`src/rtl/d_sram2sram_like_wbuf_if.sv`:
```
// d_sram2sram_like_wbuf_if: SRAM-like data bus between the bridge (master) and the data cache (slave).
interface d_sram2sram_like_wbuf_if #(parameter int ADDR_W = 32);
  logic              req;
  logic              wr;
  logic [1:0]        size;
  logic [ADDR_W-1:0] addr;
  logic [31:0]       wdata;
  logic [31:0]       rdata;
  logic              addr_ok;
  logic              data_ok;
  modport master(output req, wr, size, addr, wdata, input rdata, addr_ok, data_ok);
  modport slave(input req, wr, size, addr, wdata, output rdata, addr_ok, data_ok);
endinterface

```
`src/rtl/d_sram2sram_like_wbuf.sv`:
```
// d_sram2sram_like_wbuf: CPU SRAM data port to SRAM-like bus bridge with a posted write buffer.
// Optional macro D_WBUF_FWD_EN: loads hitting a newest full-word buffered store are served from the buffer.
module d_sram2sram_like_wbuf #(
  parameter int ADDR_W     = 32,
  parameter int WBUF_DEPTH = 4
) (
  input  logic                    clk_i,
  input  logic                    rst_i,
  input  logic                    cpu_ram_ce_i,
  input  logic [ADDR_W-1:0]       cpu_ram_addr_i,
  input  logic [31:0]             cpu_ram_wdata_i,
  input  logic [3:0]              cpu_ram_sel_i,
  input  logic                    stall_all_i,
  output logic                    cpu_ram_stall_o,
  output logic [31:0]             cpu_ram_data_o,
  d_sram2sram_like_wbuf_if.master cache,
  output logic                    wbuf_empty_o
);
  localparam int PW = $clog2(WBUF_DEPTH);
  typedef enum logic [2:0] {IDLE, WREQ, WWAIT, RREQ, RWAIT} state_e;
  state_e            state_q;
  logic [ADDR_W-1:0] addr_q [WBUF_DEPTH];
  logic [31:0]       data_q [WBUF_DEPTH];
  logic [3:0]        sel_q  [WBUF_DEPTH];
  logic [PW-1:0]     wp_q, rp_q;
  logic [PW:0]       cnt_q, cnt_d;
  logic              done_q, req_q, wr_q;
  logic [31:0]       rdata_save_q;
  logic              full, enq, deq, rd_pend, rd_ok, fwd;
  logic [31:0]       fwd_data;

  function automatic logic [1:0] size_of(input logic [3:0] s);
    return (s inside {4'b0001, 4'b0010, 4'b0100, 4'b1000}) ? 2'd0 :
           (s inside {4'b0011, 4'b1100}) ? 2'd1 : 2'd2;
  endfunction

  // A same-cycle pop does not free a slot for this cycle's push.
  assign full    = cnt_q == (PW+1)'(WBUF_DEPTH);
  assign enq     = cpu_ram_ce_i & |cpu_ram_sel_i & ~done_q & ~full;
  assign rd_pend = cpu_ram_ce_i & ~|cpu_ram_sel_i & ~done_q;
  assign deq     = cache.data_ok & ((state_q == WWAIT) | (state_q == WREQ & cache.addr_ok));
  assign rd_ok   = cache.data_ok & ((state_q == RWAIT) | (state_q == RREQ & cache.addr_ok));
  assign cnt_d   = cnt_q + (PW+1)'(enq) - (PW+1)'(deq);

`ifdef D_WBUF_FWD_EN
  logic          hit;
  logic [PW-1:0] hit_idx;
  // Scan oldest to newest so the newest matching entry wins.
  always_comb begin
    hit     = 1'b0;
    hit_idx = rp_q;
    for (int k = 0; k < WBUF_DEPTH; k++) begin
      if ((PW+1)'(k) < cnt_q && addr_q[rp_q + PW'(k)][ADDR_W-1:2] == cpu_ram_addr_i[ADDR_W-1:2]) begin
        hit     = 1'b1;
        hit_idx = rp_q + PW'(k);
      end
    end
  end
  assign fwd      = rd_pend & hit & (sel_q[hit_idx] == 4'hf);
  assign fwd_data = data_q[hit_idx];
`else
  assign fwd      = 1'b0;
  assign fwd_data = '0;
`endif

  assign cpu_ram_stall_o = cpu_ram_ce_i & ~done_q & ~enq;
  assign cpu_ram_data_o  = rdata_save_q;
  assign wbuf_empty_o    = (cnt_q == '0) & (state_q != WREQ) & (state_q != WWAIT);
  assign cache.req       = req_q;
  assign cache.wr        = wr_q;
  assign cache.addr      = wr_q ? addr_q[rp_q] : cpu_ram_addr_i;
  assign cache.wdata     = data_q[rp_q];
  assign cache.size      = wr_q ? size_of(sel_q[rp_q]) : 2'd2;

  always_ff @(posedge clk_i) begin
    if (rst_i) begin
      wp_q  <= '0;
      rp_q  <= '0;
      cnt_q <= '0;
    end else begin
      wp_q  <= wp_q + PW'(enq);
      rp_q  <= rp_q + PW'(deq);
      cnt_q <= cnt_d;
    end
  end

  always_ff @(posedge clk_i) begin
    if (enq) begin
      addr_q[wp_q] <= cpu_ram_addr_i;
      data_q[wp_q] <= cpu_ram_wdata_i;
      sel_q[wp_q]  <= cpu_ram_sel_i;
    end
  end

  // done keeps a held request from being replayed while the pipeline is globally stalled.
  always_ff @(posedge clk_i) begin
    if (rst_i) begin
      state_q      <= IDLE;
      req_q        <= 1'b0;
      wr_q         <= 1'b0;
      done_q       <= 1'b0;
      rdata_save_q <= '0;
    end else begin
      done_q <= (enq & stall_all_i) | rd_ok | fwd | (done_q & stall_all_i);
      if (rd_ok) rdata_save_q <= cache.rdata;
      else if (fwd) rdata_save_q <= fwd_data;
      case (state_q)
        IDLE: begin
          if (cnt_q != '0) begin
            state_q <= WREQ;
            req_q   <= 1'b1;
            wr_q    <= 1'b1;
          end else if (rd_pend) begin
            state_q <= RREQ;
            req_q   <= 1'b1;
            wr_q    <= 1'b0;
          end
        end
        WREQ, RREQ: begin
          if (cache.addr_ok) begin
            req_q   <= 1'b0;
            state_q <= cache.data_ok ? IDLE : (state_q == WREQ ? WWAIT : RWAIT);
          end
        end
        WWAIT, RWAIT: if (cache.data_ok) state_q <= IDLE;
        default: state_q <= IDLE;
      endcase
    end
  end
endmodule
```
`src/flat_wrapper.sv`:
```
// flat-port wrapper written by rule: the top's interface ports become plain ports
module d_sram2sram_like_wbuf_flat 
#(
  parameter int ADDR_W     = 32,
  parameter int WBUF_DEPTH = 4
)
  (clk_i, rst_i, cpu_ram_ce_i, cpu_ram_addr_i, cpu_ram_wdata_i, cpu_ram_sel_i, stall_all_i, cpu_ram_stall_o, cpu_ram_data_o, wbuf_empty_o, cache_req, cache_wr, cache_size, cache_addr, cache_wdata, cache_rdata, cache_addr_ok, cache_data_ok);
  d_sram2sram_like_wbuf_if #(.ADDR_W(ADDR_W)) cache_i ();
  input  logic clk_i;
  input  logic rst_i;
  input  logic cpu_ram_ce_i;
  input  logic [ADDR_W-1:0] cpu_ram_addr_i;
  input  logic [31:0] cpu_ram_wdata_i;
  input  logic [3:0] cpu_ram_sel_i;
  input  logic stall_all_i;
  output logic cpu_ram_stall_o;
  output logic [31:0] cpu_ram_data_o;
  output logic wbuf_empty_o;
  output wire logic [$bits(cache_i.req)-1:0] cache_req;
  output wire logic [$bits(cache_i.wr)-1:0] cache_wr;
  output wire logic [$bits(cache_i.size)-1:0] cache_size;
  output wire logic [$bits(cache_i.addr)-1:0] cache_addr;
  output wire logic [$bits(cache_i.wdata)-1:0] cache_wdata;
  input wire logic [$bits(cache_i.rdata)-1:0] cache_rdata;
  input wire logic [$bits(cache_i.addr_ok)-1:0] cache_addr_ok;
  input wire logic [$bits(cache_i.data_ok)-1:0] cache_data_ok;
  assign cache_req = cache_i.req;
  assign cache_wr = cache_i.wr;
  assign cache_size = cache_i.size;
  assign cache_addr = cache_i.addr;
  assign cache_wdata = cache_i.wdata;
  assign cache_i.rdata = cache_rdata;
  assign cache_i.addr_ok = cache_addr_ok;
  assign cache_i.data_ok = cache_data_ok;
  d_sram2sram_like_wbuf #(.ADDR_W(ADDR_W), .WBUF_DEPTH(WBUF_DEPTH)) u_core (.clk_i(clk_i), .rst_i(rst_i), .cpu_ram_ce_i(cpu_ram_ce_i), .cpu_ram_addr_i(cpu_ram_addr_i), .cpu_ram_wdata_i(cpu_ram_wdata_i), .cpu_ram_sel_i(cpu_ram_sel_i), .stall_all_i(stall_all_i), .cpu_ram_stall_o(cpu_ram_stall_o), .cpu_ram_data_o(cpu_ram_data_o), .cache(cache_i), .wbuf_empty_o(wbuf_empty_o));
endmodule
```
`config.mk`:
```
export PLATFORM = sky130hd
export DESIGN_NAME = d_sram2sram_like_wbuf_flat
export DESIGN_NICKNAME = d
export VERILOG_FILES = /design/src/rtl/d_sram2sram_like_wbuf_if.sv /design/src/rtl/d_sram2sram_like_wbuf.sv /design/src/flat_wrapper.sv
export SDC_FILE = /design/constraint.sdc
export NUM_CORES = 1
export LEC_CHECK = 0
export BUFFER_PORTS_ARGS = -buffer_cell sky130_fd_sc_hd__buf_2
export CORE_ASPECT_RATIO = 1.1
export CORE_MARGIN = 5
export CORE_UTILIZATION = 50
export CTS_CLUSTER_SIZE = 14
export DETAILED_ROUTE_END_ITERATION = 16
export PLACE_DENSITY_LB_ADDON = 0.1
export SETUP_SLACK_MARGIN = 0.2
export SLEW_MARGIN = 0
export SYNTH_ARGS = -nofsm -noshare
export SYNTH_HDL_FRONTEND = slang
export SYNTH_SLANG_ARGS = --single-unit
```
`constraint.sdc`:
```
create_clock -name clk_i -period 7.05 [get_ports clk_i]
set_input_delay 1.41 -clock clk_i [delete_from_list [all_inputs] [get_ports clk_i]]
set_output_delay 1.41 -clock clk_i [all_outputs]
set_load 0.01 [all_outputs]
```
==> impl_results.md <==
- Status: completed
- Switching component of the power: 1.18 mW
- Setup TNS: 0 ns
- Max cap viols: 0
- Commonest non-fill, non-tap cell in the layout: edfxtp_1
- Worst Setup Start Kind: flop
- LEAKAGE: about 5.4 nW
- Crit. End Element: output port
- Area Growth Syn to Fin: 18.9%
- Area of the core: approximately 0.024 mm²
- Hold Crit Endpoint: u_core.cpu_ram_data_o[12]
- Synth warnings: 0
- Die Span Y: 174 µm
- Period minus WS final: 4.48 ns
- Largest family of logic cells by synthesized area: multiplexers
- Post-synthesis xor/xnor area fraction: 0.00501
- Horiz. Die Dim: around 160 µm
- Max-slew headroom: 0.254
- Area occupied by multi-input gates: 0.00295 mm²
- Nets@finish: 912
- CTS buffer count: 31
- Synth top area share: 0.667
- Placed Cells: 1,078
- Post-CTS sizing: 0
- Slowest cell on crit path: dfxtp_4
- Fin crit share: 0.635
- RR Startpoint: u_core.cnt_q[1]
- DP Wirelength: ~14 mm
- GR Overflow Total: 0
- Post-CTS setup buffer count: 0
- Clock power frac: 0.338
- Critical path class: flop to output port
- Max-slew violation count: 0
- GPL Wtd Cong: 0.730
- Sequential area share after synthesis: 0.741
- Drt first pass iters: 4
- CTS tree: built
- DR iter-0 viols: between 200 and 300
- Crit-path max FO: 52
- Crit-path cells: buf_4 -> mux4_2 -> mux2_4 -> buf_2
- Fill cells: 1,835
- Seq cells post-synth: 317
- Total GRT Usage: 0.166
- CP Data Arrival Time: 3.07 ns
- Largest net degree at the start of global routing: 70
- CP max stage delay: slightly above 1 ns
- Combinational power share: 0.178
- Final antenna-violating net count: 0
- Post-synthesis compound-gate area fraction: 0.00705
- Clk slew on worst S/H paths: 0.06 ns
- # H-tree levels: 1
- Vias in the first global route: a little under 7,000
- Top cells by area, synth: edfxtp_1 (67%), mux4_2 (10%), dfxtp_1 (7.4%)
- Post-synthesis adder-cell area fraction: 0.00572
- Reg2reg end: u_core.addr_q[1][28]
- Mux contribution to synthesized area: 0.193
- Avg Inst Size Synth: ~21 µm²
- Syn Nets: 695
- # rows: 60
- Int Pwr: 3.61 mW
- Hold Vio Cnt, Final: 0
- # hold bufs at CTS: 0
- Hold depth: 2
- N_diodes: 0
- Mapped Area: 0.0122 mm²
- DR WL met3: 1.44 mm
- Maximum VDD drop: 201 µV
- Routed vias: 6,099
- Root buffer cell: clkbuf_16
- Post-route insts no fill: 1,136
- Synthesized instance count: 584
- Die area: 0.0277 mm²
- Final setup viols: 0
- Net Sw Frac: 0.246
- Hold Path Class: flop to flop
- Via/cell ratio: 5.37
- Storage element area: around 0.0091 mm²
- F_max: ~220 MHz
- Synth cell types: 35
- Commonest cells after routing, fill and taps aside: edfxtp_1 (272), buf_2 (207), mux4_2 (57), nor2_1 (44), dfxtp_1 (42)
- Buffer levels on the longest clock path: 3
- Initial Util: 0.503
- Power Dens Cells: 329 mW/mm²
- Sinks on the clock net: between 300 and 400
- Port Buffers: 207
- Worst Path Required: between 5 and 6 ns
- R2R depth: 7
- Worst-Skew Late Latency: 0.55 ns
- Worst R2R Setup Slack: a little over 4 ns
- Met2 routed wirelength: 11.9 mm
- RSZ-0062 raised after global routing: no
- CP Launch Point: u_core.rp_q[0]
- Hold_sp: u_core.cpu_ram_data_o[12]
- Share of cells above drive strength 1: 0.442
- Wire length on met1: 9.68 mm
- Final Skew: approximately 0.018 ns
- Ports: 208
- Top layer in use: met5
- Worst-Margin Slew: between 1 and 1.5 ns
- Post-synth top area cell: edfxtp_1
- Final wirelength: 23.5 mm
- Routed length per instance: 20.7 µm
- Synth Area in Simple Gates: 0.0280
- First-pass GRT wire length: 36.9 mm
- Antenna violations before repair: 3
- Remaining DRCs: 0
- Reg power frac: 0.484
cell type report:
class	instances	area share
Clock inverter	20	0.0125
Multi-Input combinational cell	232	0.203
Clock buffer	38	0.0579
Sequential cell	317	0.624
Inverter	4	0.00103
Timing Repair Buffer	215	0.0753
Tap cell	310	0.0266
worst max-delay path: cells and delay by family, from the launching register on:
family | cells | cell delay (ns)
buf+inv | 2 | 0.65
flops | 1 | 1.03
mux | 2 | 0.83
synthesized netlist by cell type, drive strengths merged:
master and n:
nand4b 1, mux2 33, buf 22, inv 4
nor4 1, a21bo 1, and4b 1, dfxtp 45
xor2 2, nor2 45, or4 1, o21a 1
and3 3, xnor2 5, ha 4, or3 1
edfxtp 272, mux2i 32, nand2b 3, a211oi 1
mux4 68, nor3b 3, nand2 5, a21oi 5
nor3 5, clkbuf 9, fa 1, nor2b 5
o21ai 5
worst max-delay path by stage:
stage	cells after the start	slack, ns	endpoint
after floorplan	6	1.79	u_core.addr_q[1][0]
after global placement	6	2.85	cpu_ram_stall_o
after detailed placement	6	2.86	cpu_ram_stall_o
after CTS	4	2.41	cache_addr[26]
after global routing	4	2.28	cache_addr[26]
final	4	2.57	cache_addr[26]
metal layers:
| metal | up-vias | GRT usage |
|---|---|---|
| met5 | - | 0 |
| met4 | 6 | 0.0363 |
| met3 | 36 | 0.0424 |
| met2 | 167 | 0.297 |
| met1 | 3100 | 0.205 |
| li1 | 2790 | - |
sequential cells by signal (all words and copies together), names as in the netlist, 2 cells and up:
register               count
u_core.addr_q            128
u_core.data_q            128
u_core.cpu_ram_data_o     32
u_core.sel_q              16
u_core.cnt_q               3
u_core.state_q             3
u_core.rp_q                2
u_core.wp_q                2
power groups by stage:
stage / clock network (mW) / logic (mW) / registers (mW)
final: 1.62 / 0.854 / 2.32
after global routing: 1.75 / 0.924 / 2.34
after CTS: 1.67 / 0.880 / 2.33
after detailed placement: 0 / 0.876 / 2.37
after global placement: 0 / 0.865 / 2.35
after floorplan: 0 / 0.642 / 2.30
cells by family (layout without fill, tap and decap cells):
kind of cell / Yosys count / count (layout)
buf+inv: 35 / 277
xor+xnor: 7 / 7
compound gates: 13 / 13
flops: 317 / 317
fa+ha+maj: 5 / 5
mux: 133 / 133
simple gates: 74 / 74
metrics by stage:
stage	util	area, µm²	total power [mW]	worst slack, ns	hold WS (ns)
floorplan	-	12200	2.94	1.79	0.499
global placement	0.556	13500	3.22	2.85	0.468
detailed placement	0.556	13500	3.24	2.86	0.485
CTS	0.598	14600	4.88	2.41	0.497
global route	0.598	14600	5.02	2.28	0.522
finish	0.598	14600	4.79	2.57	0.489
Note: power is estimated with default switching activity, not from simulation.
